==> src/rtl/hamming_pkg.sv <==
// Shared Hamming(7,4) types and helpers for the encoder/detector/corrector path.
// Word layout: [i3,i2,i1,c2,i0,c1,c0] (bit 6 down to bit 0).
package hamming_pkg;

  localparam int unsigned PALABRA_W  = 7;
  localparam int unsigned SINDROME_W = 3;
  localparam int unsigned DATOS_W    = 4;

  typedef logic [PALABRA_W-1:0]  palabra_t;
  typedef logic [SINDROME_W-1:0] sindrome_t;
  typedef logic [DATOS_W-1:0]    datos_t;

  localparam sindrome_t SIN_ERROR = 3'b000;

  // Stage-1 payload: received word plus its syndrome.
  typedef struct packed {
    palabra_t  palabra;
    sindrome_t sindrome;
  } etapa1_t;

  // Pulls the four data bits {i3,i2,i1,i0} out of a codeword.
  function automatic datos_t extraer_datos(input palabra_t w);
    return {w[6], w[5], w[4], w[2]};
  endfunction

endpackage

==> src/rtl/corrector_bit.sv <==
// Combinational single-bit corrector.
// Ports: palabra (received word), sindrome (1-based position of the flipped bit,
//        0 = no error), corregida_c (word with that bit inverted).
module corrector_bit
  import hamming_pkg::*;
(
  input  palabra_t  palabra,
  input  sindrome_t sindrome,
  output palabra_t  corregida_c
);

  // Syndrome value k targets bit k-1; zero matches no position.
  always_comb begin
    corregida_c = palabra;
    for (int i = 0; i < int'(PALABRA_W); i++) begin
      if (sindrome == sindrome_t'(i + 1)) begin
        corregida_c[i] = ~palabra[i];
      end
    end
  end

endmodule

==> src/rtl/corrector_hamming_pipe.sv <==
// Two-stage Hamming(7,4) corrector with valid/ready on both sides and a
// saturating count of corrected words delivered downstream.
// Ports:
//   clk, rst_n                 clock, async active-low reset
//   datos_recibidos, sindrome  received word and its syndrome (with valid_in)
//   valid_in / ready_in        input handshake (ready_in is combinational)
//   datos_corregidos           corrected data bits [i3,i2,i1,i0]
//   palabra_corregida          corrected 7-bit word
//   hubo_error, bit_corregido  syndrome non-zero / syndrome value
//   valid_out / ready_out      output handshake
//   limpiar_contador           synchronous clear of contador_errores
//   contador_errores           delivered words that carried an error
module corrector_hamming_pipe
  import hamming_pkg::*;
#(
  parameter int unsigned CNT_W = 8
) (
  input  logic             clk,
  input  logic             rst_n,
  input  logic [6:0]       datos_recibidos,
  input  logic [2:0]       sindrome,
  input  logic             valid_in,
  output logic             ready_in,
  output logic [3:0]       datos_corregidos,
  output logic [6:0]       palabra_corregida,
  output logic             hubo_error,
  output logic [2:0]       bit_corregido,
  output logic             valid_out,
  input  logic             ready_out,
  input  logic             limpiar_contador,
  output logic [CNT_W-1:0] contador_errores
);

  localparam logic [CNT_W-1:0] CNT_MAX = {CNT_W{1'b1}};

  etapa1_t  etapa1;
  logic     v1;
  logic     v2;
  palabra_t corregida_c;
  logic     avanza2_c;
  logic     entrega_c;

  // Stage 2 can take stage 1 when it is empty or draining this cycle.
  assign avanza2_c = !v2 || ready_out;
  assign ready_in  = !v1 || avanza2_c;
  assign entrega_c = v2 && ready_out;
  assign valid_out = v2;

  // Stage 1: capture raw word and syndrome.
  always_ff @(posedge clk or negedge rst_n) begin
    if (!rst_n) begin
      v1     <= 1'b0;
      etapa1 <= '0;
    end else if (ready_in) begin
      v1 <= valid_in;
      if (valid_in) begin
        etapa1 <= '{palabra: palabra_t'(datos_recibidos), sindrome: sindrome_t'(sindrome)};
      end
    end
  end

  corrector_bit u_corrector_bit (
    .palabra     (etapa1.palabra),
    .sindrome    (etapa1.sindrome),
    .corregida_c (corregida_c)
  );

  // Stage 2: corrected output registers, held while the consumer stalls.
  always_ff @(posedge clk or negedge rst_n) begin
    if (!rst_n) begin
      v2                <= 1'b0;
      palabra_corregida <= '0;
      datos_corregidos  <= '0;
      hubo_error        <= 1'b0;
      bit_corregido     <= '0;
    end else if (avanza2_c) begin
      v2 <= v1;
      if (v1) begin
        palabra_corregida <= corregida_c;
        datos_corregidos  <= extraer_datos(corregida_c);
        hubo_error        <= (etapa1.sindrome != SIN_ERROR);
        bit_corregido     <= etapa1.sindrome;
      end
    end
  end

  // Corrected-word counter: clear wins over increment, saturates at all-ones.
  always_ff @(posedge clk or negedge rst_n) begin
    if (!rst_n) begin
      contador_errores <= '0;
    end else if (limpiar_contador) begin
      contador_errores <= '0;
    end else if (entrega_c && hubo_error && (contador_errores != CNT_MAX)) begin
      contador_errores <= contador_errores + CNT_W'(1);
    end
  end

endmodule

==> config.mk <==
export PLATFORM = sky130hd
export DESIGN_NAME = corrector_hamming_pipe
export DESIGN_NICKNAME = d
export VERILOG_FILES = /design/src/rtl/hamming_pkg.sv /design/src/rtl/corrector_bit.sv /design/src/rtl/corrector_hamming_pipe.sv
export SDC_FILE = /design/constraint.sdc
export NUM_CORES = 1
export LEC_CHECK = 0
export BUFFER_PORTS_ARGS = -buffer_cell sky130_fd_sc_hd__buf_2
export CAP_MARGIN = 0
export CORE_MARGIN = 2
export CORE_UTILIZATION = 30
export CTS_BUF_LIST = sky130_fd_sc_hd__clkbuf_8
export CTS_CLUSTER_DIAMETER = 50
export DETAILED_ROUTE_END_ITERATION = 6
export HOLD_SLACK_MARGIN = 0.06
export PLACE_DENSITY_LB_ADDON = 0.15
export SKIP_LAST_GASP = 1
export SYNTH_ARGS = -nofsm -noshare
export SYNTH_HDL_FRONTEND = slang
export SYNTH_SLANG_ARGS = --single-unit
==> constraint.sdc <==
create_clock -name clk -period 4 [get_ports clk]
set_clock_uncertainty 0.15 [all_clocks]
set_input_delay 0.8 -clock clk [delete_from_list [all_inputs] [get_ports clk]]
set_output_delay 0.8 -clock clk [all_outputs]
set_load 0.05 [all_outputs]
# After elaboration in Yosys (flattened, before gate mapping)
# Index checks and enable logic that the tools add are counted.
dict set report word_totals {
  register_bits 35
  inputBits 15
  output_inout_bits 25
  wordCells 45
}
dict set report classes {
  addsub 1
  n_eq_ne 8
  mux 9
  n_bitwise 7
  n_reduce_logical 11
}
# cell n
set ops {}
lappend ops {{$mux W8} 2}
lappend ops {{$eq A3 B3 Y1 const B} 4}
lappend ops {{$add A8 B1 Y8 const B} 1}
lappend ops {{$ne A8 B8 Y1 const B} 1}
lappend ops {{$mux W1} 7}
lappend ops {{$not A1 Y1} 7}
lappend ops {{$eq A3 B2 Y1 const B} 2}
lappend ops {{$reduce_and A2 Y1} 2}
lappend ops {{$eq A3 B1 Y1 const B} 1}
lappend ops {{$logic_and A1 B1 Y1} 3}
lappend ops {{$reduce_bool A3 Y1} 1}
lappend ops {{$logic_not A1 Y1} 2}
lappend ops {{$logic_or A1 B1 Y1} 2}
lappend ops {{$reduce_bool A2 Y1} 1}

# Depth between registers and ports, before layout
# Gate-level depths: netlist of run 1.
dict set report depth {
  word_depth 5
  mapped_depth 4
}

# Modules after synthesis
# A second synthesis of run 1 with hierarchy kept.
dict set report hier_totals {
  hier_cells 123
  hier_area_um2 1522.7
}
# module instances cells_per_inst area_each_um2 seq_area_each_um2
set modules_own_cells {}
lappend modules_own_cells {corrector_hamming_pipe 1 109 1411.4 775.7}
lappend modules_own_cells {corrector_bit 1 14 111.4 0.0}

# Worst setup path before layout of run 1
# Ideal clock, no wire load.
dict set report synth_path {
  path_kind {input to register}
  from {input ready_out}
  to {register etapa1[0] (netlist bit)}
  arrival_time_ns 2.051
  t_required_ns 3.725
  path_slack_ns 1.674
  path_stages 3
  path_cell_list {nand3b_1 > nand2_2 > mux2_2}
}
dict set report synth_between {
  elab_chain_len 3
}
# item line_no
set synth_lines {}
lappend synth_lines {{start, declared} corrector_hamming_pipe.sv:29} ;# input logic ready_out,
lappend synth_lines {{$logic_or A1 B1 Y1} corrector_hamming_pipe.sv:44} ;# assign avanza2_c = !v2 || ready_out;
lappend synth_lines {{$logic_or A1 B1 Y1} corrector_hamming_pipe.sv:45} ;# assign ready_in = !v1 || avanza2_c;
lappend synth_lines {{$reduce_and A2 Y1 (no source line)} -}
lappend synth_lines {{end signal, assigned} corrector_hamming_pipe.sv:57} ;# etapa1 <= '{palabra: palabra_t'(datos_recibidos), sindrome: sindrome_t'(sindrome)};
lappend synth_lines {{end, declared} corrector_hamming_pipe.sv:36} ;# etapa1_t etapa1;
# No other way between the ends.
# A chain may end at the register's enable or synchronous reset.

# Worst setup path after layout of run 1
dict set report layout_path {
  from {input ready_out}
  to {output ready_in}
}
dict set report layout_between {
  elab_chain_len 2
}
# item line_no
set layout_lines {}
lappend layout_lines {{$logic_or A1 B1 Y1} corrector_hamming_pipe.sv:44}
lappend layout_lines {{$logic_or A1 B1 Y1} corrector_hamming_pipe.sv:45}
lappend layout_lines {{end, declared} corrector_hamming_pipe.sv:23} ;# output logic ready_in,
# No other way between the ends.

==> impl_metrics.env, run 1 <==
export IMPL_status="finished, final reports clean"
export IMPL_grt_pass1_wl_um=5160
export IMPL_ios=40
export IMPL_synth_xor_area_share_pct=4.11
export IMPL_synth_top_cell_area_share_pct=52.1
export IMPL_placedCellCount=223
export IMPL_synthAdderAreaFrac_pct=0.840
export IMPL_syn_cell_area_um2=1490
export IMPL_layoutNonFillerInstCount=230
export IMPL_track_usage_pct=12.5
export IMPL_antenna_left=0
export IMPL_yosys_area_top_type="dfrtp_1"
export IMPL_core_area_um2=4750
export IMPL_drt_initial_drc_count=33
export IMPL_fmax_ghz=0.427
export IMPL_clock_sinks=31
export IMPL_startpoint_type="input pin"
export IMPL_drv_cap=0
export IMPL_powerDensity_nw_per_um2=569
export IMPL_synth_seq_cells=31
export IMPL_drcViolationCount=0
export IMPL_grt_pass1_vias=1077
export IMPL_yosysWarnings=0
export IMPL_worstSetupPathType="in2out"
export IMPL_cts_root_buf="clkbuf_8"
export IMPL_hold_path_startpoint="palabra_corregida[1]"
export IMPL_synth_top_family_by_area="multiplexers"
export IMPL_ir_worst_vdd_mv=0.256
export IMPL_io_buffer_count=39
export IMPL_avgSynthCellArea_um2=11.9
export IMPL_finalCriticalPeriod_ns=2.34
export IMPL_path_clk_slew_ns=0.06
export IMPL_ff2ff_path_depth=4
export IMPL_power_leakage_nw=0.795
export IMPL_tns_ns=0
export IMPL_total_power_mw=1.03
export IMPL_crit_fanout=6
export IMPL_netlist_cell_type_count=30
export IMPL_finalSetupViolations=0
export IMPL_slew_headroom_pct=52.4
export IMPL_holdBufCountCts=0
export IMPL_hold_depth=1
export IMPL_synth_net_count=141
export IMPL_first_pass_iters=4
export IMPL_numCtsBuffers=5
export IMPL_worst_pin_slew_ns=0.714
export IMPL_syn_to_final_growth_pct=21.6
export IMPL_syn_inst=125
export IMPL_async_flop_share_pct=100
export IMPL_fill_cells=512
export IMPL_timing_rr_end="contador_errores[0]"
export IMPL_final_common_cell="buf_2"
export IMPL_dr_total_vias=1096
export IMPL_insertion_delay_ns=0.27
export IMPL_hold_end="palabra_corregida[1]"
export IMPL_rows=25
export IMPL_cts_resized=0
export IMPL_nNetsFinal=179
export IMPL_worst_setup_path_end_kind="output pin"
export IMPL_yosys_area_share_simple_pct=16.1
export IMPL_synth_ff_type="dfrtp_1"
export IMPL_htree_levels=2
export IMPL_rsz0062_at_grt="false"
export IMPL_start_util_pct=31.3
export IMPL_synth_seq_area_share_pct=52.1
export IMPL_min_path_type="reg2reg"
export IMPL_clk_path_buf_depth=2
export IMPL_drt_total_wl_um=3070
export IMPL_final_cell_mix="buf_2, dfrtp_1, mux2_2"
export IMPL_antenna_found_initial=0
export IMPL_maxSlewViolCount=0
export IMPL_routed_via_density=4.77
export IMPL_cts_tree="done"
export IMPL_hold_viol=0
export IMPL_grt_max_degree=32
export IMPL_period_share_pct=58.5
export IMPL_wl_per_cell_um=13.4
export IMPL_overflow=0
export IMPL_ys_top_cells_by_area="dfrtp_1, mux2_2, nand3b_1"
export IMPL_critPathArrivalTime_ns=1.39
export IMPL_cp_required_ns=3.05
export IMPL_r2r_start="contador_errores[0]"
export IMPL_hpwl_um=2190
export IMPL_gp_congestion=0.667
export IMPL_chipHeight_um=74.5
export IMPL_antennaDiodeCount=0
export IMPL_dieArea_um2=5550
export IMPL_post_cts_buffers=0
export IMPL_synth_edf_count=0
export IMPL_layout_drive_gt1_share_pct=44.2
export IMPL_r2r_slack_ns=2.14
export IMPL_dieWidth_um=74.5
export IMPL_synthMuxAreaShare_pct=17.3
export IMPL_synth_compound_area_share_pct=5.54
export IMPL_utilization_pct=38.1
==> cell families (layout without fill, tap and decap cells) <==
| group | Yosys count | in the layout |
|---|---|---|
| compound gates | 13 | 13 |
| xor+xnor | 7 | 7 |
| fa+ha+maj | 1 | 1 |
| buf+inv | 12 | 50 |
| flops | 31 | 31 |
| mux | 23 | 23 |
| simple gates | 38 | 38 |
==> worst max-delay path: stages <==
cell,delay (ns)
buf_2,0.13
nand3b_1,0.21
buf_2,0.25
==> cells in the mapped netlist, drive strengths merged (5+ instances only) <==
master / number
nand3b: 5
dfrtp: 31
nand2b: 5
mux2: 22
a21oi: 5
==> how the worst max path moves through the flow <==
stage               from         to  slack [ns]  depth (start not counted)
6_report       ready_out   ready_in        1.66                          3
4_1_cts        ready_out   ready_in        1.66                          3
3_5_place_dp   ready_out   ready_in        1.66                          3
5_1_grt        ready_out   ready_in        1.62                          3
3_3_place_gp   ready_out   ready_in        1.68                          3
2_1_floorplan  ready_out  etapa1[0]        1.67                          3
==> state kept, by name, indices dropped and copies added, names as in the netlist <==
register	count
datos_corregidos	4
palabra_corregida	3
hubo_error	1
valid_out	1
v1	1
etapa1	10
contador_errores	8
bit_corregido	3
==> power by group <==
part	total (mW)	switching, mW	internal, mW
Combinational	0.370	0.265	0.106
Sequential	0.416	0.0477	0.369
Clock	0.245	0.110	0.135
==> area by class of cell <==
type,count,area [um^2],area share (%)
Clock buffer,6,82.6,4.56
Sequential cell,31,776,42.8
Multi-Input combinational cell,82,654,36.1
Timing Repair Buffer,39,195,10.8
Clock inverter,1,5.00,0.276
Inverter,4,15.0,0.829
Tap cell,67,83.8,4.63
==> layer usage <==
layer	routed length [um]	up-vias	part of all wire, %	track usage (%)
met2	1480	34	48	19.8
met5	0	-	0	0
met4	37	0	1.2	5.36
met1	1360	537	44	15.7
met3	196	5	6.4	4.20
li1	-	520	-	-
==> per-stage QoR <==
stage / area, um^2 / hold WS [ns] / setup slack (ns)
final: 1810 / 0.359 / 1.66
after global routing: 1810 / 0.381 / 1.62
after CTS: 1810 / 0.366 / 1.66
after detailed placement: 1720 / 0.341 / 1.66
after global placement: 1720 / 0.341 / 1.68
after floorplan: 1490 / 0.334 / 1.67
No activity file was read; power rests on OpenSTA's default activity.
==> inputs of run 2 (changes only) <==
==> constraint.sdc (replaced) <==
create_clock -name clk -period 2.4 [get_ports clk]
set_clock_uncertainty 0.15 [all_clocks]
set_input_delay 0.48 -clock clk [delete_from_list [all_inputs] [get_ports clk]]
set_output_delay 0.48 -clock clk [all_outputs]
set_load 0.05 [all_outputs]
==> run 2 against run 1 <==
  * First-iteration DRC count decreased by 30%
  * Total power increased by 69%
  * Worst setup slack got worse by 1.1 ns
  * Global-route usage decreased by 0.61 points
  * Sequential cell count unchanged
  * Sequential share of layout area decreased by 0.29 points
  * Die area unchanged
  * Largest cell class unchanged
==> impl_metrics.env, run 2 (same netlist as run 1, synthesis figures left out) <==
export IMPL_drt_initial_drc_count=23
export IMPL_cp_depth=4
export IMPL_clk_path_buf_depth=2
export IMPL_tns_ns=0
export IMPL_final_common_cell="buf_2"
export IMPL_power_frac_clock_pct=25.1
export IMPL_utilization_pct=38.4
export IMPL_htree_levels=2
export IMPL_crit_start="contador_errores[0]"
export IMPL_first_pass_iters=4
export IMPL_holdBufCountCts=0
export IMPL_crit_end="contador_errores[0]"
export IMPL_ios=40
export IMPL_r2r_slack_ns=0.56
export IMPL_power_switching_mw=0.700
export IMPL_min_path_type="in2async"
export IMPL_ff2ff_path_depth=4
export IMPL_syn_to_final_growth_pct=22.4
export IMPL_netSwitchingFraction_pct=40.1
export IMPL_drt_total_wl_um=2910
export IMPL_maxSlewViolCount=0
export IMPL_design_area_um2=1820
export IMPL_worst_setup_path_end_kind="register"
export IMPL_antennaDiodeCount=0
export IMPL_ir_worst_vdd_mv=0.691
export IMPL_gp_congestion=0.788
export IMPL_grt_pass1_wl_um=4880
export IMPL_top_regs="etapa1: 10 flops, contador_errores: 8 flops, datos_corregidos: 4 flops"
export IMPL_fill_cells=498
export IMPL_placedCellCount=223
export IMPL_slew_headroom_pct=54.7
export IMPL_grt_max_degree=32
export IMPL_fin_hold_ws_ns=0.0883
export IMPL_critPathBufInv=0
export IMPL_dieArea_um2=5550
export IMPL_finalCriticalPeriod_ns=1.84
export IMPL_clock_sinks=31
export IMPL_antenna_found_initial=0
export IMPL_routed_via_density=4.64
export IMPL_status="finished, final reports clean"
export IMPL_top_register="etapa1"
export IMPL_drv_cap=0
export IMPL_cts_tree="done"
export IMPL_crit_slowest_cell="dfrtp_1"
export IMPL_total_power_mw=1.75
export IMPL_cpPeakStageDelay_ns=0.43
export IMPL_io_buffer_count=39
export IMPL_wl_per_cell_um=12.6
export IMPL_hpwl_um=2150
export IMPL_power_frac_seq_pct=39.6
export IMPL_core_area_um2=4750
export IMPL_nNetsFinal=179
export IMPL_hold_viol=0
export IMPL_chipHeight_um=74.5
export IMPL_crit_chain="ha_1 -> and4_2 -> a21oi_1 -> mux2_2"
export IMPL_cts_root_buf="clkbuf_8"
export IMPL_layoutNonFillerInstCount=231
export IMPL_period_share_pct=76.6
export IMPL_finalWorstSetupSlack_ns=0.563
export IMPL_start_util_pct=31.3
export IMPL_power_leakage_nw=0.804
export IMPL_dieWidth_um=74.5
export IMPL_drcViolationCount=0
export IMPL_critPathArrivalTime_ns=1.85
export IMPL_fmax_ghz=0.544
export IMPL_finalSetupViolations=0
export IMPL_cp_required_ns=2.41
export IMPL_track_usage_pct=11.9
export IMPL_layout_drive_gt1_share_pct=43.9
export IMPL_cts_resized=0
export IMPL_timing_rr_end="contador_errores[0]"
export IMPL_largest_reg_flops=10
export IMPL_rows=25
export IMPL_antenna_left=0
export IMPL_p_int_mw=1.05
export IMPL_worstSetupPathType="reg2reg"
export IMPL_path_clk_slew_ns=0.06
export IMPL_dpl_cell_area_um2=1720
export IMPL_crit_fanout=6
export IMPL_r2r_start="contador_errores[0]"
export IMPL_overflow=0
export IMPL_insertion_delay_ns=0.27
export IMPL_powerDensity_nw_per_um2=958
export IMPL_dr_total_vias=1072
export IMPL_grt_pass1_vias=1028
export IMPL_place_ws_ns=0.520
export IMPL_worst_pin_slew_ns=0.680
export IMPL_post_cts_buffers=0
export IMPL_startpoint_type="register"
export IMPL_final_cell_mix="buf_2, dfrtp_1, mux2_2"
export IMPL_rsz0062_at_grt="false"
export IMPL_combPwrFrac_pct=35.3
export IMPL_crit_family="flip-flops"
export IMPL_numCtsBuffers=5
[run 2: cell types whose count changed in the layout (fill, tap and decap cells not counted), sizes merged]
cell    delta
clkbuf     +1
clkinv     -1
inv        +1
[run 2: routing by layer]
layer / vias to the layer above / track usage, % / routed length, um
met4: 0 / 5.95 / 55
li1: 522 / - / -
met1: 515 / 15.5 / 1330
met5: - / 0 / 0
met2: 29 / 17.4 / 1340
met3: 6 / 4.34 / 180
[run 2: cell type report]
class                      instances  area [um^2]  area share (%)
sequential                        31          776            42.5
timing repair buffer              39          195            10.7
inverter                           4         15.0           0.823
clock buffer                       7         96.3            5.28
tap                               67         83.8            4.60
clock inverter                     1         3.75           0.206
multi-input combinational         82          654            35.9
[run 2: worst min-delay path by stage]
| stage | startpoint | endpoint | slack (ns) | cells after the start |
|---|---|---|---|---|
| 2_1_floorplan | rst_n | bit_corregido[0] | 0.03 | 0 |
| 3_3_place_gp | palabra_corregida[0] | palabra_corregida[0] | 0.34 | 1 |
| 3_5_place_dp | bit_corregido[0] | bit_corregido[0] | 0.34 | 1 |
| 4_1_cts | rst_n | contador_errores[6] | 0.12 | 1 |
| 5_1_grt | rst_n | contador_errores[6] | 0.15 | 1 |
| 6_report | rst_n | contador_errores[6] | 0.09 | 1 |
[run 2: power by group through the flow]
| stage | clock (mW) | combinational, mW | sequential, mW |
|---|---|---|---|
| final | 0.439 | 0.617 | 0.693 |
| after global routing | 0.490 | 0.652 | 0.707 |
| after CTS | 0.458 | 0.626 | 0.693 |
| after detailed placement | 0 | 0.624 | 0.700 |
| after global placement | 0 | 0.622 | 0.696 |
| after floorplan | 0 | 0.298 | 0.909 |
==> inputs of run 3 (changes only) <==
--- a/config.mk
+++ b/config.mk
@@ -5,6 +5,7 @@
 export SDC_FILE = /design/constraint.sdc
 export NUM_CORES = 1
 export LEC_CHECK = 0
+export ABC_AREA = 1
 export BUFFER_PORTS_ARGS = -buffer_cell sky130_fd_sc_hd__buf_2
 export CAP_MARGIN = 0
 export CORE_MARGIN = 2
==> constraint.sdc (replaced) <==
create_clock -name clk -period 1.5 [get_ports clk]
set_clock_uncertainty 0.15 [all_clocks]
set_input_delay 0.3 -clock clk [delete_from_list [all_inputs] [get_ports clk]]
set_output_delay 0.3 -clock clk [all_outputs]
set_load 0.05 [all_outputs]
==> run 3 against run 2 <==
  * Hold slack better by 0.016 ns
  * Area after synthesis shrank 0.76%
  * Clock power up 35%
  * Combinational power grew 75%
  * Sequential share of layout area shrank 1.1 points
  * Register-to-register slack worse by 0.46 ns
  * Total power is 59% higher
  * Largest power group unchanged
==> impl_metrics.env, run 3 <==
export IMPL_yosysWarnings=0
export IMPL_dieArea_um2=5510
export IMPL_gp_congestion=0.741
export IMPL_fill_cells=514
export IMPL_fmax_ghz=0.694
export IMPL_grt_pass1_wl_um=5240
export IMPL_top_register="etapa1"
export IMPL_yosysMostFrequentCell="nand2_1"
export IMPL_cts_tree="done"
export IMPL_startpoint_type="register"
export IMPL_final_cell_mix="nand2_1, buf_2, dfrtp_1"
export IMPL_ios=40
export IMPL_slew_headroom_pct=73.7
export IMPL_synth_ff_type="dfrtp_1"
export IMPL_tns_ns=0
export IMPL_synth_net_count=190
export IMPL_path_clk_slew_ns=0.06
export IMPL_cts_root_buf="clkbuf_8"
export IMPL_finalWorstSetupSlack_ns=0.0599
export IMPL_power_leakage_nw=0.977
export IMPL_drcViolationCount=0
export IMPL_largest_reg_flops=10
export IMPL_worstSetupPathType="reg2out"
export IMPL_avgSynthCellArea_um2=8.50
export IMPL_syn_inst=174
export IMPL_place_ws_ns=0.0810
export IMPL_worst_setup_path_end_kind="output pin"
export IMPL_wl_per_cell_um=10.7
export IMPL_worst_pin_slew_ns=0.394
export IMPL_syn_to_final_growth_pct=27.9
export IMPL_synth_seq_area_share_pct=52.5
export IMPL_r2r_slack_ns=0.10
export IMPL_yosys_area_top_type="dfrtp_1"
export IMPL_final_common_cell="nand2_1"
export IMPL_critPathBufInv=1
export IMPL_period_share_pct=96.0
export IMPL_io_buffer_count=39
export IMPL_rsz0062_at_grt="false"
export IMPL_powerDensity_nw_per_um2=1470
export IMPL_core_area_um2=4720
export IMPL_dr_total_vias=1201
export IMPL_antenna_left=0
export IMPL_min_path_type="in2reg"
export IMPL_clock_sinks=31
export IMPL_finalSetupViolations=0
export IMPL_cpPeakStageDelay_ns=0.44
export IMPL_grt_pass1_vias=1176
export IMPL_top_regs="etapa1: 10 flops, contador_errores: 8 flops, datos_corregidos: 4 flops"
export IMPL_antenna_found_initial=0
export IMPL_ys_top_cells_by_area="dfrtp_1, nand2_1, nand3_1"
export IMPL_netlist_cell_type_count=21
export IMPL_antennaDiodeCount=0
export IMPL_crit_family="flip-flops"
export IMPL_crit_slowest_cell="dfrtp_2"
export IMPL_drt_initial_drc_count=47
export IMPL_syn_cell_area_um2=1480
export IMPL_nNetsFinal=236
export IMPL_overflow=0
export IMPL_synth_edf_count=0
export IMPL_utilization_pct=40.1
export IMPL_clk_path_buf_depth=2
export IMPL_finalCriticalPeriod_ns=1.44
export IMPL_hpwl_um=2370
export IMPL_ir_worst_vdd_mv=0.622
export IMPL_rows=25
export IMPL_critPathArrivalTime_ns=0.99
export IMPL_drt_total_wl_um=3080
export IMPL_chipHeight_um=74.2
export IMPL_maxSlewViolCount=0
export IMPL_insertion_delay_ns=0.27
export IMPL_synth_top_cell_area_share_pct=52.5
export IMPL_numCtsBuffers=5
export IMPL_synth_common_cells="nand2_1, dfrtp_1, nand3_1, inv_1, nor2_1"
export IMPL_async_flop_share_pct=100
export IMPL_cp_required_ns=1.05
export IMPL_drv_cap=0
export IMPL_crit_chain="nand3_4 -> buf_4"
export IMPL_synth_seq_cells=31
export IMPL_start_util_pct=31.3
export IMPL_dieWidth_um=74.2
export IMPL_layout_drive_gt1_share_pct=31.2
export IMPL_crit_fanout=4
export IMPL_track_usage_pct=12.5
export IMPL_grt_max_degree=32
export IMPL_htree_levels=2
export IMPL_first_pass_iters=4
export IMPL_status="finished, final reports clean"
export IMPL_hold_viol=0
export IMPL_routed_via_density=4.17
## run 3: cell types whose count changed after synthesis, moves of 5 or more
cell,change
nand2b_1,-5
nor2_1,+10
xor2_1,+5
nand3_1,+18
inv_1,+10
mux2_2,-22
nand2_1,+45
o21ai_0,+10
nand3b_1,-5
## run 3: kinds of logic after synthesis
| kind of cell | Yosys count | synth area share (%) |
|---|---|---|
| AND/OR/NAND/NOR | 91 | 27.3 |
| flip-flops | 31 | 52.5 |
| buffers and inverters | 23 | 7.70 |
| AO/OA/AOI/OAI | 20 | 6.94 |
| XOR/XNOR | 8 | 4.74 |
| adder cells (fa/ha/maj) | 1 | 0.846 |
## run 3: repair_timing
action / CTS / global route
pin swaps: 0 / 0
gates resized for setup: 1 / 1
endpoints found under the hold margin: 31 / 0
hold buffers: 1 / 0
buffers inserted: 0 / 1
endpoints found under the setup margin: 1 / 5
## run 3: worst paths after layout
| kind | from | end | cells past startpoint |
|---|---|---|---|
| max | valid_out | ready_in | 2 |
| min | datos_recibidos[0] | etapa1[3] | 3 |
| max reg2reg | contador_errores[0] | contador_errores[4] | 9 |
| min reg2reg | palabra_corregida[1] | palabra_corregida[1] | 2 |
| max in group asynchronous | rst_n | contador_errores[5] | 3 |
| min in group asynchronous | rst_n | palabra_corregida[0] | 3 |
## run 3: worst min-delay path, delay by kind of cell
kind	cells	cell delay [ns]
simple gates	2	0.12
buf+inv	1	0.07
## run 3: where the power goes
group	switching, mW	internal [mW]
Combinational	0.823	0.260
Clock	0.283	0.311
Sequential	0.117	0.993
Total	1.22	1.56
## run 3: cell type report
class,instances,area [um^2],share of cell area (%)
Clock buffer,5,68.8,3.64
Clock inverter,3,12.5,0.661
Inverter,15,61.3,3.24
Multi-Input combinational cell,120,621,32.8
Sequential cell,31,785,41.5
Tap cell,67,83.8,4.43
Timing Repair Buffer,47,260,13.8
## run 3: per-stage QoR
step           instances  hold WS (ns)  total power, mW  cell area (um^2)
6_report             288         0.104             2.79              1890
3_3_place_gp         278         0.195             2.21              1790
4_1_cts              287        0.0960             2.83              1880
3_5_place_dp         278         0.194             2.22              1790
5_1_grt              288         0.113             2.97              1890
2_1_floorplan        174        -0.146             1.99              1520
## run 3: metal layers
metal	wire length [um]	vias up	GRT usage [%]
li1	-	643	-
met1	1510	529	16.4
met2	1360	25	19.2
met3	173	4	4.74
met4	37	0	3.57
met5	0	-	0
